`src/rtl/io_bus_decoder.sv`:
```
// io_bus_decoder
//   Decodes processor data accesses into N_CH IO windows or SRAM. IO windows
//   may insert wait states: the processor is stalled for IO_WAIT[k] cycles and
//   the access completes in the first non-stalled cycle. Read data returns
//   one cycle after completion, which is the same timing as the SRAM.
//
// Ports
//   clk, rst            clock, asynchronous active-high reset
//   cpu_addr/wdata/bwe  processor address, write data, byte write enables
//   cpu_re              processor read request
//   cpu_rdata           read data back to the processor (SRAM or latched IO)
//   cpu_stall           processor hold request during IO wait states
//   mem_bwe, mem_rdata  SRAM byte enables (gated off on IO hits), SRAM data
//   io_sel, io_we       one-hot window select, one-cycle write strobe
//   io_bwe, io_wdata    byte enables and write data to IO
//   io_rdata            packed per-channel IO read data, channel 0 in LSBs
//
// state   | meaning
// --------+-----------------------------------------------------------
// ST_IDLE | no access in flight; a zero-wait access completes here
// ST_WAIT | IO access in flight on ch_q; cnt stalled cycles remain
module io_bus_decoder #(
  parameter int                  N_CH    = 4,
  parameter logic [N_CH*32-1:0]  IO_BASE = {32'h0000_E000, 32'h0000_D000,
                                            32'h0000_C000, 32'h0000_B000},
  parameter logic [N_CH*32-1:0]  IO_MASK = {4{32'h0000_F000}},
  parameter logic [N_CH*4-1:0]   IO_WAIT = {4'd3, 4'd0, 4'd1, 4'd0}
) (
  input  logic                 clk,
  input  logic                 rst,
  input  logic [31:0]          cpu_addr,
  input  logic [31:0]          cpu_wdata,
  input  logic [3:0]           cpu_bwe,
  input  logic                 cpu_re,
  output logic [31:0]          cpu_rdata,
  output logic                 cpu_stall,
  output logic [3:0]           mem_bwe,
  input  logic [31:0]          mem_rdata,
  output logic [N_CH-1:0]      io_sel,
  output logic [N_CH-1:0]      io_we,
  output logic [3:0]           io_bwe,
  output logic [31:0]          io_wdata,
  input  logic [N_CH*32-1:0]   io_rdata
);

  localparam int         CW      = 3;
  localparam logic [3:0] SRC_MEM = 4'hF;

  typedef enum logic {ST_IDLE, ST_WAIT} state_t;

  state_t          state;
  logic [3:0]      cnt;
  logic [CW-1:0]   ch_q;
  logic            wr_q;
  logic            re_q;
  logic [3:0]      src_q;
  logic [31:0]     rd_q;

  logic            access;
  logic            hit_any;
  logic [CW-1:0]   hit_ch;
  logic [3:0]      hit_wait;
  logic            io_acc;
  logic            in_wait;
  logic [CW-1:0]   cur_ch;
  logic            cur_io;
  logic            cur_wr;
  logic            cur_rd;
  logic            done;
  logic            stall_i;
  logic [N_CH-1:0] ch_onehot;
  logic [31:0]     ch_rdata;

  assign access  = cpu_re | (|cpu_bwe);
  assign in_wait = (state == ST_WAIT);

  // Walk channels from highest to lowest so the lowest matching index wins.
  always_comb begin
    hit_any  = 1'b0;
    hit_ch   = '0;
    hit_wait = '0;
    for (int k = N_CH - 1; k >= 0; k--) begin
      if ((cpu_addr & IO_MASK[k*32 +: 32]) == IO_BASE[k*32 +: 32]) begin
        hit_any  = 1'b1;
        hit_ch   = CW'(k);
        hit_wait = IO_WAIT[k*4 +: 4];
      end
    end
  end

  assign io_acc = hit_any & access;

  // While waiting, the channel and direction latched at access start are used;
  // bus changes from the processor during the stall are ignored.
  assign cur_ch = in_wait ? ch_q : hit_ch;
  assign cur_io = in_wait | io_acc;
  assign cur_wr = in_wait ? wr_q : (|cpu_bwe);
  assign cur_rd = in_wait ? re_q : cpu_re;

  assign done    = in_wait ? (cnt == 4'd0) : (io_acc && (hit_wait == 4'd0));
  assign stall_i = in_wait ? (cnt != 4'd0) : (io_acc && (hit_wait != 4'd0));

  always_comb begin
    ch_onehot = '0;
    ch_rdata  = '0;
    for (int k = 0; k < N_CH; k++) begin
      if (cur_ch == CW'(k)) begin
        ch_onehot[k] = 1'b1;
        ch_rdata     = io_rdata[k*32 +: 32];
      end
    end
  end

  assign cpu_stall = stall_i & ~rst;
  assign io_sel    = cur_io ? ch_onehot : '0;
  assign io_we     = (done && cur_wr && !rst) ? ch_onehot : '0;
  assign mem_bwe   = (hit_any || in_wait) ? 4'h0 : cpu_bwe;
  assign io_bwe    = cpu_bwe;
  assign io_wdata  = cpu_wdata;
  assign cpu_rdata = (src_q == SRC_MEM) ? mem_rdata : rd_q;

  always_ff @(posedge clk or posedge rst) begin
    if (rst) begin
      state <= ST_IDLE;
      cnt   <= 4'd0;
      ch_q  <= '0;
      wr_q  <= 1'b0;
      re_q  <= 1'b0;
      src_q <= SRC_MEM;
      rd_q  <= 32'h0;
    end else begin
      case (state)
        ST_IDLE: begin
          if (io_acc && (hit_wait != 4'd0)) begin
            state <= ST_WAIT;
            cnt   <= hit_wait - 4'd1;
            ch_q  <= hit_ch;
            wr_q  <= |cpu_bwe;
            re_q  <= cpu_re;
          end
        end
        ST_WAIT: begin
          if (cnt != 4'd0) cnt   <= cnt - 4'd1;
          else             state <= ST_IDLE;
        end
        default: state <= ST_IDLE;
      endcase

      // Source select only advances when the processor is not held.
      if (!stall_i) begin
        if (done && cur_rd) begin
          src_q <= {1'b0, cur_ch};
          rd_q  <= ch_rdata;
        end else begin
          src_q <= SRC_MEM;
        end
      end
    end
  end

endmodule

```
`config.mk`:
```
export PLATFORM = sky130hd
export DESIGN_NAME = io_bus_decoder
export DESIGN_NICKNAME = d
export VERILOG_FILES = /design/src/rtl/io_bus_decoder.sv
export SDC_FILE = /design/constraint.sdc
export NUM_CORES = 1
export LEC_CHECK = 0
export BUFFER_PORTS_ARGS = -buffer_cell sky130_fd_sc_hd__buf_4
export CORE_AREA = 2 2 122 124
export CTS_CLUSTER_SIZE = 30
export DETAILED_ROUTE_END_ITERATION = 10
export DIE_AREA = 0 0 124 126
export GPL_TIMING_DRIVEN = 0
export PLACE_DENSITY = 0.68
export SKIP_CTS_REPAIR_TIMING = 1
export SYNTH_ARGS = -nofsm -noshare
export SYNTH_HDL_FRONTEND = slang
export SYNTH_SLANG_ARGS = --single-unit
```
`constraint.sdc`:
```
create_clock -name clk -period 1.99 [get_ports clk]
set_input_delay 0.199 -clock clk [delete_from_list [all_inputs] [get_ports clk]]
set_output_delay 0.199 -clock clk [all_outputs]
set_load 0.03 [all_outputs]
```
After elaboration in Yosys (flattened, before gate mapping)
Index checks and enable logic that the tools add are counted.

operators by class
  reduce and logical (&&, ||, !) cells = 16
  multiplexer cells = 36
  bitwise logic cells = 7
  shifts and indexed selects = 0
  $add $sub $neg = 2
  multiply operators = 0
  $lt $le $gt $ge = 0
  equal/unequal tests = 10
  div/mod/pow operators = 0

operators by type and width
  operator               count
  $mux W32               5
  $mux W4                8
  $eq A4 B4 Y1 const B   5
  $mux W1                14
  $mux W2                5
  $logic_not A4 Y1       2
  $pmux W4 S2            1
  $reduce_bool A4 Y1     2
  $sub A4 B1 Y4 const B  2
  $eq A3 B2 Y1 const B   2
  $mux W3                2
  $reduce_and A2 Y1      3
  $logic_and A1 B1 Y1    5
  $reduce_or A4 Y1       1
  $eq A3 B1 Y1 const B   1
  $logic_not A3 Y1       1
  $not A1 Y1             3
  $and A1 B1 Y1          2
  $ne A2 B1 Y1 const B   1
  $ne A2 B2 Y1 const B   1
  $or A1 B1 Y1           2
  $pmux W1 S2            1
  $logic_not A1 Y1       1
  $logic_or A1 B1 Y1     1

storage, ports and cells
  memory bits (read-only) = 0
  word-level logic and storage cells = 78
  memory bits (writable) = 0
  memories = 0
  output and inout port bits = 81
  input port bits = 231
  latch bits = 0
  flip-flop bits (word level) = 46

Logic depth before layout (Yosys ltp)
  word-level depth = 11
  depth in mapped cells = 8

Worst setup path after synthesis
OpenSTA, ideal clock, no wires.

  path kind = input to output
  from = in cpu_addr[13]
  to = out io_we[1]
  slack = -0.290 ns
  data arrival time = 2.081 ns
  data required time = 1.791 ns
  buffers on the path = 1
  stages on the path = 6
  path through = buf_4 -> a21boi_2 -> o221ai_2 -> and2_1 -> or4_1 -> nor3_1

between the ends
  word-level cells in the longest chain between the ends = 11

RTL lines
  what                                                      line     source
  from (decl)                                               31       input logic [31:0] cpu_addr,
  $eq A4 B4 Y1                                              83       if ((cpu_addr & IO_MASK[k*32 +: 32]) == IO_BASE[k*32 +: 32]) begin
  $mux W2 / $mux W1 (equally long branches) (2 in series)   83
  $mux W4 / $mux W1 (equally long branches) (2 in series)   83
  $logic_not A4 Y1 / $and A1 B1 Y1 (equally long branches)  100, 91
  $logic_and A1 B1 Y1                                       100      assign done = in_wait ? (cnt == 4'd0) : (io_acc && (hit_wait == 4'd0));
  $mux W1                                                   100
  $logic_and A1 B1 Y1 (2 in series)                         116      assign io_we = (done && cur_wr && !rst) ? ch_onehot : '0;
  $mux W4 (*)                                               116
  to (decl)                                                 40       output logic [N_CH-1:0] io_we,

Every way passes the cells marked *; elsewhere a longest branch is shown, timed or not.

Final worst setup path
  from = reg cnt[0]
  to = out io_we[1]

between the ends
  word-level cells in the longest chain between the ends = 5

RTL lines
  what                               line  source
  from (decl)                        52    logic [3:0] cnt;
  from (signal assigned)             136   cnt <= hit_wait - 4'd1;
  from (signal assigned)             143   if (cnt != 4'd0) cnt <= cnt - 4'd1;
  $logic_not A4 Y1                   100
  $mux W1                            100
  $logic_and A1 B1 Y1 (2 in series)  116
  $mux W4                            116

No other way between the ends.

==> flow_metrics.env <==
export IMPL_io_buffers=250
export IMPL_synth_warnings=0
export IMPL_worstMarginPinSlew_ns=0.838
export IMPL_synth_ff_type="dfrtp_1"
export IMPL_h_tree_depth=2
export IMPL_max_slew_margin_rel=0.439
export IMPL_root_buffer="clkbuf_16"
export IMPL_r2r_cells=7
export IMPL_core_um2=14300
export IMPL_synth_edf_count=0
export IMPL_slowest_delay_ns=0.47
export IMPL_slew_violations=0
export IMPL_finalSetupViolCount=37
export IMPL_path_max_fanout=4
export IMPL_drive_gt1_frac=0.637
export IMPL_synthDistinctLibCells=51
export IMPL_start_kind="flop"
export IMPL_drv_cap=0
export IMPL_initial_core_util=0.235
export IMPL_failed_checks="setup timing"
export IMPL_synthTopCellsByArea="dfrtp_1 30%, mux2_2 11%, buf_4 8.3%"
export IMPL_regToRegSetupSlack_ns=-0.16
export IMPL_synth_top_area_cell="dfrtp_1"
export IMPL_drc=0
export IMPL_end_kind="primary output"
export IMPL_setup_tns_final_ns=-5.10
export IMPL_cp_data_arrival_time_ns=2.08
export IMPL_grt_pass1_vias=3759
export IMPL_path_depth=6
export IMPL_nets=881
export IMPL_synthCells=375
export IMPL_dr_first_iter_drc_count=136
export IMPL_fmax_mhz=438
export IMPL_dp_final_hpwl_um=11100
export IMPL_layout_min_cycle_time_ns=2.28
export IMPL_power_density_nw_per_um2=1220
export IMPL_clkTransAtPathRegs_ns=0.06
export IMPL_peakVddDrop_v=0.000964
export IMPL_worstSkewPairLatency_ns=0.28
export IMPL_drtPass1Iterations=5
export IMPL_overflow=0
export IMPL_cts_made_buffers=5
export IMPL_finalHoldViolCount=0
export IMPL_leakagePower_uw=0.00305
export IMPL_synth_top_cell_area_share=0.305
export IMPL_ioPinCount=312
export IMPL_routed_wl_um=14700
export IMPL_path_buf_inv=1
export IMPL_clock_sinks=44
export IMPL_fp_dieArea_um2=15600
export IMPL_avgSynthCellArea_um2=8.97
export IMPL_ys_seq_area_frac=0.328
export IMPL_min_path_type="in -> reg"
export IMPL_grt_pass1_wl_um=20200
export IMPL_grtUsageTotal=0.170
export IMPL_die_h_um=126
export IMPL_area_growth_pct=84.6
export IMPL_rsz0062_at_grt="true"
export IMPL_netlist_area_um2=3360
export IMPL_num_vias=3910
export IMPL_die_x_um=124
export IMPL_antenna_found_initial=0
export IMPL_post_drt_wl_per_cell_um=17.6
export IMPL_worst_clock_skew_ns=0.00262
export IMPL_synth_seq_cells=44
export IMPL_ant_nets=0
export IMPL_status="finished, violations left"
export IMPL_slowest_stage="or4_4"
export IMPL_tritoncts="done"
export IMPL_antenna_cells=0
export IMPL_vias_per_cell=4.69
export IMPL_cts_buffer_depth=2
export IMPL_layout_setup_ws_ns=-0.291
export IMPL_rows=44
export IMPL_async_flop_share=1.00
export IMPL_finalPower_uw=7580
export IMPL_cp_top_family="simple AND/OR/NAND/NOR gates"
export IMPL_path_cells="nor4_4, nand2b_4, o211ai_1, or4_4, nor3_4, buf_6"
export IMPL_grt_max_degree=26
export IMPL_fin_crit_sh=1.15
export IMPL_critPathRequiredTime_ns=1.79
export IMPL_gp_congestion=0.806
export IMPL_whs_path_depth=2
export IMPL_critical_path_class="reg -> out"
export IMPL_synth_fp_nets=607
[routing by layer]
layer,global-route usage,share of wire,up-vias
li1,-,-,1921
met3,0.0335,0.072,9
met5,0,0,-
met4,0.0238,0.0050,0
met1,0.216,0.41,1825
met2,0.301,0.51,155
[where the power goes]
part / internal (uW) / switching, uW / total, uW
sequential: 1320 / 288 / 1610
clock: 535 / 342 / 877
combinational: 2400 / 2700 / 5100
[final cells by class]
| cell class | instances | area [um^2] |
|---|---|---|
| multi-input combinational | 264 | 2020 |
| buffer | 63 | 558 |
| timing repair buffer | 268 | 2130 |
| inverter | 3 | 11.3 |
| clock buffer | 8 | 156 |
| fill | 1469 | 8100 |
| sequential | 44 | 1110 |
| tap | 184 | 230 |
[layout by cell type (no fill, tap or decap), types with 10 or more instances in the layout]
cell type / synthesis / routed
a211oi_1: 26 / 11
a211oi_2: 0 / 14
a21o_1: 31 / 31
a21oi_1: 28 / 28
buf_4: 37 / 297
dfrtp_1: 41 / 39
mux2_2: 33 / 33
nand2_1: 41 / 39
nor2_1: 12 / 10
o22ai_1: 30 / 30
[worst register-to-register path: cells and delay by family (launching register included)]
kind            cells  cell delay [ns]
compound gates      2             0.74
buf+inv             3             0.53
simple gates        2             0.34
flops               1             0.44
[logic make-up after synthesis]
kind of cell / after synthesis / share of synthesized area
AO/OA/AOI/OAI: 153 / 0.312
XOR/XNOR: 1 / 0.00260
adder cells (fa/ha/maj): 1 / 0.00372
flip-flops: 44 / 0.328
AND/OR/NAND/NOR: 74 / 0.104
buffers and inverters: 67 / 0.133
multiplexers: 35 / 0.117
[stage by stage]
| stage | std cells | instance area (um^2) | util | hold WS (ns) | setup WS [ns] |
|---|---|---|---|---|---|
| floorplan | 375 | 3370 | - | 0.345 | -0.0603 |
| global placement | 809 | 5480 | 0.383 | 0.458 | -0.379 |
| detailed placement | 810 | 5500 | 0.384 | 0.267 | -0.413 |
| CTS | 818 | 5650 | 0.395 | -0.0433 | -0.450 |
| global route | 834 | 6210 | 0.434 | 0.189 | -0.367 |
| finish | 834 | 6210 | 0.434 | 0.196 | -0.291 |
[sequential cells by signal, indices dropped and copies added, names as in the netlist]
name     count
wr_q         1
ch_q         2
rd_q        32
in_wait      1
cnt          4
re_q         1
src_q        3
[synthesized netlist by cell type (2+ instances only)]
library cell  number
o22a_1             4
o41ai_1            2
a211oi_1          26
buf_2              8
nor3_1             2
dfstp_2            3
nor2_1            12
nor4_1             2
o21a_1             3
nand2_1           41
buf_1              2
buf_4             37
a31oi_1            6
a21o_1            31
a21oi_1           28
o22ai_1           30
dfrtp_1           41
clkbuf_1          10
buf_6              6
mux2_2            33
inv_1              2
or4_1              2
a22oi_1            6
and3_1             4
o21ai_0            8
[worst paths after layout]
| path | start | to |
|---|---|---|
| setup / recovery | cnt[0]$_DFFE_PP0P_ | io_we[1] |
| hold / removal | cpu_re | re_q$_DFFE_PP0P_ |
| setup reg to reg | cnt[0]$_DFFE_PP0P_ | rd_q[1]$_DFFE_PP0P_ |
| hold reg to reg | rd_q[21]$_DFFE_PP0P_ | rd_q[21]$_DFFE_PP0P_ |
| max in group asynchronous | rst | rd_q[15]$_DFFE_PP0P_ |
| min in group asynchronous | rst | rd_q[12]$_DFFE_PP0P_ |
No activity file was read; power rests on OpenSTA's default activity.
